[config.mk]
export PLATFORM = sky130hd
export DESIGN_NAME = av_control_unit_flat
export DESIGN_NICKNAME = d
export VERILOG_FILES = /design/src/rtl/av_pkg.sv /design/src/rtl/av_control_unit_if.sv /design/src/rtl/button_debounce.sv /design/src/rtl/av_control_unit.sv /design/src/flat_wrapper.sv
export SDC_FILE = /design/constraint.sdc
export NUM_CORES = 1
export LEC_CHECK = 0
export CAP_MARGIN = 30
export CORE_MARGIN = 3
export CORE_UTILIZATION = 44
export DETAILED_ROUTE_END_ITERATION = 10
export PLACE_DENSITY = 0.66
export RECOVER_POWER = 25
export SETUP_SLACK_MARGIN = 0.3
export SLEW_MARGIN = 30
export SYNTH_ARGS = -nofsm -noshare
export SYNTH_HDL_FRONTEND = slang
export SYNTH_SLANG_ARGS = --single-unit
[constraint.sdc]
create_clock -name Clock -period 3.49 [get_ports Clock]
set_input_delay 0.5235 -clock Clock [delete_from_list [all_inputs] [get_ports Clock]]
set_output_delay 0.5235 -clock Clock [all_outputs]
set_load 0.03 [all_outputs]
[src/rtl/av_pkg.sv]
// Shared types for the AV control sequencer: operating modes, gesture codes
// and the button press state machine encoding.
package av_pkg;

  typedef enum logic [1:0] {
    GESTURE = 2'd0,
    VOLUME  = 2'd1,
    FREQ    = 2'd2
  } mode_t;

  typedef enum logic [2:0] {
    NONE  = 3'd0,
    UP    = 3'd1,
    DOWN  = 3'd2,
    LEFT  = 3'd3,
    RIGHT = 3'd4
  } gesture_t;

  typedef enum logic [1:0] {
    IDLE = 2'd0,
    HELD = 2'd1,
    LONG = 2'd2
  } press_t;

  function automatic mode_t next_mode(mode_t m);
    case (m)
      GESTURE: return VOLUME;
      VOLUME:  return FREQ;
      default: return GESTURE;
    endcase
  endfunction

endpackage

[src/rtl/av_control_unit_if.sv]
// Gesture event handshake between the gesture decoder (master) and the
// control unit (slave).
interface av_gesture_if;
  import av_pkg::*;

  logic     gesture_valid;
  gesture_t gesture;
  logic     gesture_ready;

  modport master (output gesture_valid, output gesture, input gesture_ready);
  modport slave  (input gesture_valid, input gesture, output gesture_ready);
endinterface

[src/rtl/button_debounce.sv]
// Two-flop synchronizer plus debounce counter for the active-low button.
// flip is high on the edge where the debounced level is about to toggle.
module button_debounce #(
  parameter int DEBOUNCE_CYCLES = 4
) (
  input  logic Clock,
  input  logic nReset,
  input  logic button,
  output logic level,
  output logic flip
);
  localparam int CW = $clog2(DEBOUNCE_CYCLES + 1);

  logic          sync1, sync2;
  logic [CW-1:0] cnt;

  assign flip = (sync2 != level) && (cnt == CW'(DEBOUNCE_CYCLES - 1));

  always_ff @(posedge Clock or negedge nReset) begin
    if (!nReset) begin
      sync1 <= 1'b1;
      sync2 <= 1'b1;
      level <= 1'b1;
      cnt   <= '0;
    end else begin
      sync1 <= button;
      sync2 <= sync1;
      if (sync2 == level) begin
        cnt <= '0;
      end else if (flip) begin
        cnt   <= '0;
        level <= sync2;
      end else begin
        cnt <= cnt + CW'(1);
      end
    end
  end
endmodule

[src/rtl/av_control_unit.sv]
// Control sequencer: button press classification, mode stepping, and gesture
// driven volume / BCD frequency settings for the display encoders.
module av_control_unit
  import av_pkg::*;
#(
  parameter int DEBOUNCE_CYCLES   = 4,
  parameter int LONG_PRESS_CYCLES = 16,
  parameter int VOL_MAX           = 7,
  parameter int VOL_DEFAULT       = 3,
  parameter int FREQ_DEFAULT      = 50
) (
  input  logic         Clock,
  input  logic         nReset,
  input  logic         button,
  av_gesture_if.slave  gif,
  output mode_t        mode,
  output logic [2:0]   volume,
  output logic [6:0]   volume_leds,
  output logic [3:0]   freq_tens,
  output logic [3:0]   freq_ones,
  output gesture_t     last_gesture,
  output logic         cfg_strobe
);
  localparam int HW = $clog2(LONG_PRESS_CYCLES);
  localparam logic [3:0] TENS_DEF = 4'(FREQ_DEFAULT / 10);
  localparam logic [3:0] ONES_DEF = 4'(FREQ_DEFAULT % 10);

  function automatic logic [2:0] vol_up(logic [2:0] v);
    return (v >= 3'(VOL_MAX)) ? 3'(VOL_MAX) : v + 3'd1;
  endfunction

  function automatic logic [2:0] vol_dn(logic [2:0] v);
    return (v == 3'd0) ? 3'd0 : v - 3'd1;
  endfunction

  function automatic logic [6:0] thermo(logic [2:0] v);
    logic [6:0] t;
    for (int i = 0; i < 7; i++) t[i] = (v > 3'(i));
    return t;
  endfunction

  function automatic logic [3:0] dig_up(logic [3:0] d);
    return (d >= 4'd9) ? 4'd0 : d + 4'd1;
  endfunction

  function automatic logic [3:0] dig_dn(logic [3:0] d);
    return (d == 4'd0) ? 4'd9 : d - 4'd1;
  endfunction

  logic          deb_level, deb_flip;
  logic          press_evt, release_evt, short_evt, long_evt;
  press_t        pstate;
  logic [HW-1:0] hold_cnt;
  logic          ready_q, accept;
  logic [2:0]    vol_n;
  logic [3:0]    tens_n, ones_n;

  button_debounce #(.DEBOUNCE_CYCLES(DEBOUNCE_CYCLES)) u_debounce (
    .Clock  (Clock),
    .nReset (nReset),
    .button (button),
    .level  (deb_level),
    .flip   (deb_flip)
  );

  // Debounced level is active-low: a flip from 1 is a press, from 0 a release.
  assign press_evt   = deb_flip &&  deb_level;
  assign release_evt = deb_flip && !deb_level;
  assign short_evt   = (pstate == HELD) && release_evt;
  assign long_evt    = (pstate == HELD) && !release_evt &&
                       (hold_cnt == HW'(LONG_PRESS_CYCLES - 1));

  assign accept            = gif.gesture_valid && ready_q;
  assign gif.gesture_ready = ready_q;

  always_comb begin
    vol_n  = volume;
    tens_n = freq_tens;
    ones_n = freq_ones;
    if (accept) begin
      case (mode)
        VOLUME: begin
          case (gif.gesture)
            UP:      vol_n = vol_up(volume);
            DOWN:    vol_n = vol_dn(volume);
            default: vol_n = volume;
          endcase
        end
        FREQ: begin
          case (gif.gesture)
            RIGHT: begin
              ones_n = dig_up(freq_ones);
              if (freq_ones == 4'd9) tens_n = dig_up(freq_tens);
            end
            LEFT: begin
              ones_n = dig_dn(freq_ones);
              if (freq_ones == 4'd0) tens_n = dig_dn(freq_tens);
            end
            UP:      tens_n = dig_up(freq_tens);
            DOWN:    tens_n = dig_dn(freq_tens);
            default: tens_n = freq_tens;
          endcase
        end
        default: vol_n = volume;
      endcase
    end
    // Long-press defaults take precedence over a coincident gesture.
    if (long_evt) begin
      vol_n  = 3'(VOL_DEFAULT);
      tens_n = TENS_DEF;
      ones_n = ONES_DEF;
    end
  end

  always_ff @(posedge Clock or negedge nReset) begin
    if (!nReset) begin
      pstate       <= IDLE;
      hold_cnt     <= '0;
      mode         <= GESTURE;
      volume       <= 3'(VOL_DEFAULT);
      volume_leds  <= thermo(3'(VOL_DEFAULT));
      freq_tens    <= TENS_DEF;
      freq_ones    <= ONES_DEF;
      last_gesture <= NONE;
      cfg_strobe   <= 1'b0;
      ready_q      <= 1'b0;
    end else begin
      case (pstate)
        IDLE: begin
          if (press_evt) begin
            pstate   <= HELD;
            hold_cnt <= '0;
          end
        end
        HELD: begin
          if (release_evt)   pstate   <= IDLE;
          else if (long_evt) pstate   <= LONG;
          else               hold_cnt <= hold_cnt + HW'(1);
        end
        LONG: begin
          if (release_evt) pstate <= IDLE;
        end
        default: pstate <= IDLE;
      endcase

      if (short_evt) mode <= next_mode(mode);
      if (accept)    last_gesture <= gif.gesture;
      // One intake slot per two cycles.
      ready_q     <= !accept;
      volume      <= vol_n;
      volume_leds <= thermo(vol_n);
      freq_tens   <= tens_n;
      freq_ones   <= ones_n;
      cfg_strobe  <= (vol_n != volume) || (tens_n != freq_tens) ||
                     (ones_n != freq_ones);
    end
  end
endmodule

[src/flat_wrapper.sv]
// flat-port wrapper written by rule: the top's interface ports become plain ports
module av_control_unit_flat import av_pkg::*;
#(
  parameter int DEBOUNCE_CYCLES   = 4,
  parameter int LONG_PRESS_CYCLES = 16,
  parameter int VOL_MAX           = 7,
  parameter int VOL_DEFAULT       = 3,
  parameter int FREQ_DEFAULT      = 50
)
  (Clock, nReset, button, mode, volume, volume_leds, freq_tens, freq_ones, last_gesture, cfg_strobe, gif_gesture_valid, gif_gesture, gif_gesture_ready);
  av_gesture_if gif_i ();
  input  logic Clock;
  input  logic nReset;
  input  logic button;
  output mode_t mode;
  output logic [2:0] volume;
  output logic [6:0] volume_leds;
  output logic [3:0] freq_tens;
  output logic [3:0] freq_ones;
  output gesture_t last_gesture;
  output logic cfg_strobe;
  input wire logic [$bits(gif_i.gesture_valid)-1:0] gif_gesture_valid;
  input wire logic [$bits(gif_i.gesture)-1:0] gif_gesture;
  output wire logic [$bits(gif_i.gesture_ready)-1:0] gif_gesture_ready;
  assign gif_i.gesture_valid = gif_gesture_valid;
  assign gif_i.gesture = gif_gesture;
  assign gif_gesture_ready = gif_i.gesture_ready;
  av_control_unit #(.DEBOUNCE_CYCLES(DEBOUNCE_CYCLES), .LONG_PRESS_CYCLES(LONG_PRESS_CYCLES), .VOL_MAX(VOL_MAX), .VOL_DEFAULT(VOL_DEFAULT), .FREQ_DEFAULT(FREQ_DEFAULT)) u_core (.Clock(Clock), .nReset(nReset), .button(button), .gif(gif_i), .mode(mode), .volume(volume), .volume_leds(volume_leds), .freq_tens(freq_tens), .freq_ones(freq_ones), .last_gesture(last_gesture), .cfg_strobe(cfg_strobe));
endmodule
==> summary.md <==
| Metric | Value |
|---|---|
| Maximum vdd drop | `about 0.00041 V` |
| Setup TNS | `0 ns` |
| CTS buffer count | `5` |
| Die W | `between 80 and 90 µm` |
| Async SR Flop Fraction | `1.00` |
| Nets@finish | `310` |
| PwrDens | `around 420 nW/µm²` |
| Min-Delay Path Depth | `0` |
| Syn. warnings | `0` |
| Non-Filler Instances | `~360` |
| Max Fclk | `0.376 GHz` |
| CP required | `about 3.7 ns` |
| Critical path class | `input port to register` |
| Fin crit share | `0.763` |
| Bufs and invs on worst path | `1` |
| Worst path slowest cell | `clkdlybuf4s50_1` |
| Clock transition at path regs | `~0.08 ns` |
| Drt pass-1 iters | `5` |
| Final ANT Viol Nets | `0` |
| Post-CTS Setup Repair Bufs | `0` |
| Syn Nets | `~280` |
| Worst R2R Start | `u_core.freq_ones[0]` |
| Root Buffer Master | `clkbuf_8` |
| FF-to-FF path depth | `7` |
| CP delay by family, top | `simple AND/OR/NAND/NOR gates` |
| Syn Std Cell Area | `around 2600 µm²` |
| Quantity of hold-fixing buffers added after cts | `0` |
| Critical path peak fanout | `13` |
| DP HPWL | `4300 µm` |
| Seq cells post-synth | `37` |
| CP arrival | `between 2 and 3 ns` |
| Post-Synth Adder-Cell Area | `0.0683` |
| First-pass GRT wire length | `9850 µm` |
| Post-Synth XOR/XNOR Area | `0.0171` |
| Worst Hold End | `u_core.u_debounce.sync2` |
| Die extent in y | `between 80 and 90 µm` |
| RePlAce Congestion | `about 0.94` |
| Fraction of synthesized area in multiplexers | `0.0400` |
| Initial antenna violation count | `0` |
| Worst Setup End Kind | `register` |
| Netlist cell types | `67` |
| Outcome | `complete, but fails checks` |
| CTS tree | `done` |
| Failing checks | `max-capacitance violations, max-slew violations` |
| CTS resizes | `0` |
| Synthesized instance count | `around 260` |
| Min Tclk post-route | `approximately 2.7 ns` |
| Number of synthesized flops with an enable pin | `0` |
| Worst R2R End | `u_core.cfg_strobe` |
| Final WL | `between 5000 and 6000 µm` |
| Simple logic cell fraction of the synthesized area | `0.248` |
| Core ar. | `~5600 µm²` |
| Worst-skew pair later-pin latency | `between 0.2 and 0.3 ns` |
| Die area | `a little under 7000 µm²` |
| IO Pins | `32` |
| Iter 0 DRT Violations | `215` |
| CTS H-tree lvls | `2` |
| Final hold vios | `0` |
| Via count | `2105` |
| Final Slew Violations | `38` |
| R2R Setup Slk | `1.05 ns` |
| Setup WS pre-CTS | `0.547 ns` |
| Final Util | `0.539` |
| Unrepaired setup endpoints after global routing | `no` |
| Commonest cells after routing, fill and taps aside | `clkdlybuf4s50_1, dfrtp_1, nand2_1` |
| Compound-gate portion of the synthesized area | `0.220` |
| Fill count | `around 500` |
| DP Cell Count | `354` |
| Starting Density | `0.460` |
| Register area share after synthesis | `0.366` |
| Overall Global Routing Usage | `0.190` |
| Input/output buffers | `31` |
| Layout Skew | `between 0.005 and 0.006 ns` |
| Worst hold start | `u_core.u_debounce.sync1` |
| Clock buffer depth | `2` |
| Worst Hold Slack | `roughly 0.36 ns` |
| Diode count | `0` |
| Max-cap violation count | `1` |
| Synth Area per Inst | `9.99 µm²` |
| Worst Tran Pin Value | `2.01 ns` |
| Row cnt | `27` |
| Vias in the first global route | `~2000` |
| Total gr overflow | `0` |
| CP peak stage delay | `just under 0.7 ns` |
| Worst setup margin | `around 0.83 ns` |
| Leak pwr | `approximately 1.2 nW` |
| Share of cells above drive strength 1 | `0.176` |
| Vias per cell | `between 5 and 6` |
| Worst Hold Class | `register to register` |
| Top FF cell, synth | `dfrtp_1` |
| Final setup viols | `0` |
| DRC viols | `0` |
| Largest family of logic cells by synthesized area | `simple AND/OR/NAND/NOR gates` |
| Rel. slew slack | `-0.337` |
| Critical path startpoint category | `input port` |
| P&R area growth vs syn | `17.2%` |
| Largest net degree at the start of global routing | `38` |
| WL per Instance | `~16 µm` |
| Clk sinks | `37` |
| Commonest non-fill, non-tap cell in the layout | `clkdlybuf4s50_1` |
| Worst-path cell chain | `clkdlybuf4s50_1 -> or3b_4 -> o21ai_2 -> o2111ai_2 -> mux2_4 -> a2111oi_1 -> nand4_1` |
[cells by family (layout without fill, tap and decap cells)]
family	after synthesis	count (layout)
AND/OR/NAND/NOR	101	101
AO/OA/AOI/OAI	70	70
flip-flops	37	37
buffers and inverters	21	54
adder cells (fa/ha/maj)	14	14
multiplexers	9	9
XOR/XNOR	5	5
[sequential cells by signal (all words and copies together), names as in the netlist, 2 cells and up]
signal / flops
u_core.mode: 2
u_core.freq_ones: 4
u_core.last_gesture: 3
u_core.u_debounce.cnt: 3
u_core.freq_tens: 4
u_core.pstate: 2
u_core.volume: 3
u_core.hold_cnt: 4
u_core.volume_leds: 7
[worst max path at each step]
stage                     slack [ns]  depth (start not counted)           endpoint           startpoint
after floorplan                 1.19                          8  u_core.cfg_strobe  u_core.freq_ones[1]
after global placement          0.57                          7  u_core.cfg_strobe       gif_gesture[0]
after detailed placement        0.55                          7  u_core.cfg_strobe       gif_gesture[0]
after CTS                       0.84                          7  u_core.cfg_strobe       gif_gesture[0]
after global routing            0.69                          7  u_core.cfg_strobe       gif_gesture[0]
final                           0.83                          7  u_core.cfg_strobe       gif_gesture[0]
[metal layers]
layer,part of all wire,wire length [µm],vias to the layer above,global-route usage
met3,0.050,294,4,0.0434
met1,0.49,2910,1008,0.270
met5,0,0,-,0
met2,0.45,2630,72,0.284
met4,0.0098,58,0,0.0598
li1,-,-,1021,-
[layout make-up]
cell class	instances	area (µm²)	share of cell area
well taps	72	90.1	0.0300
clock buffers	5	68.8	0.0229
inverters	14	52.6	0.0175
multi-input cells	199	1520	0.507
clock inverters	3	21.3	0.00707
flip-flops and latches	37	938	0.312
repair buffers	32	312	0.104
[report_power, final]
| part | internal (mW) | leakage, nW | switching [mW] | total (mW) |
|---|---|---|---|---|
| sequential | 0.513 | 0.466 | 0.0659 | 0.579 |
| combinational | 0.165 | 0.701 | 0.218 | 0.384 |
| clock | 0.142 | 0.0445 | 0.166 | 0.307 |
| total | 0.820 | 1.21 | 0.450 | 1.27 |
[metrics by stage]
step | power (mW) | instance area, µm²
floorplan | 0.840 | 2570
global placement | 0.966 | 2920
detailed placement | 0.972 | 2920
CTS | 1.28 | 3010
global route | 1.35 | 3010
finish | 1.27 | 3010
[cells in the mapped netlist, types with 3 or more instances]
cell | number | area share
nor3b_1 | 4 | 0.012
xnor2_1 | 4 | 0.014
nand4b_1 | 4 | 0.014
nor3_1 | 10 | 0.020
o211ai_1 | 5 | 0.015
dfrtp_1 | 27 | 0.26
a21oi_1 | 12 | 0.023
nor2_1 | 14 | 0.020
o31ai_1 | 5 | 0.015
o21ai_2 | 4 | 0.014
nand2b_1 | 5 | 0.012
and4b_1 | 3 | 0.012
o21ai_1 | 3 | 0.0058
o32ai_1 | 4 | 0.014
mux2_2 | 6 | 0.026
o21ai_0 | 11 | 0.021
ha_1 | 14 | 0.068
nand3_1 | 6 | 0.012
and2_1 | 3 | 0.0073
nand2_1 | 23 | 0.034
or3b_4 | 3 | 0.013
nor2b_1 | 3 | 0.0073
inv_1 | 14 | 0.020
a211oi_2 | 3 | 0.015
and3_1 | 3 | 0.0073
dfstp_2 | 10 | 0.10
(Power assumes the default switching activity.)
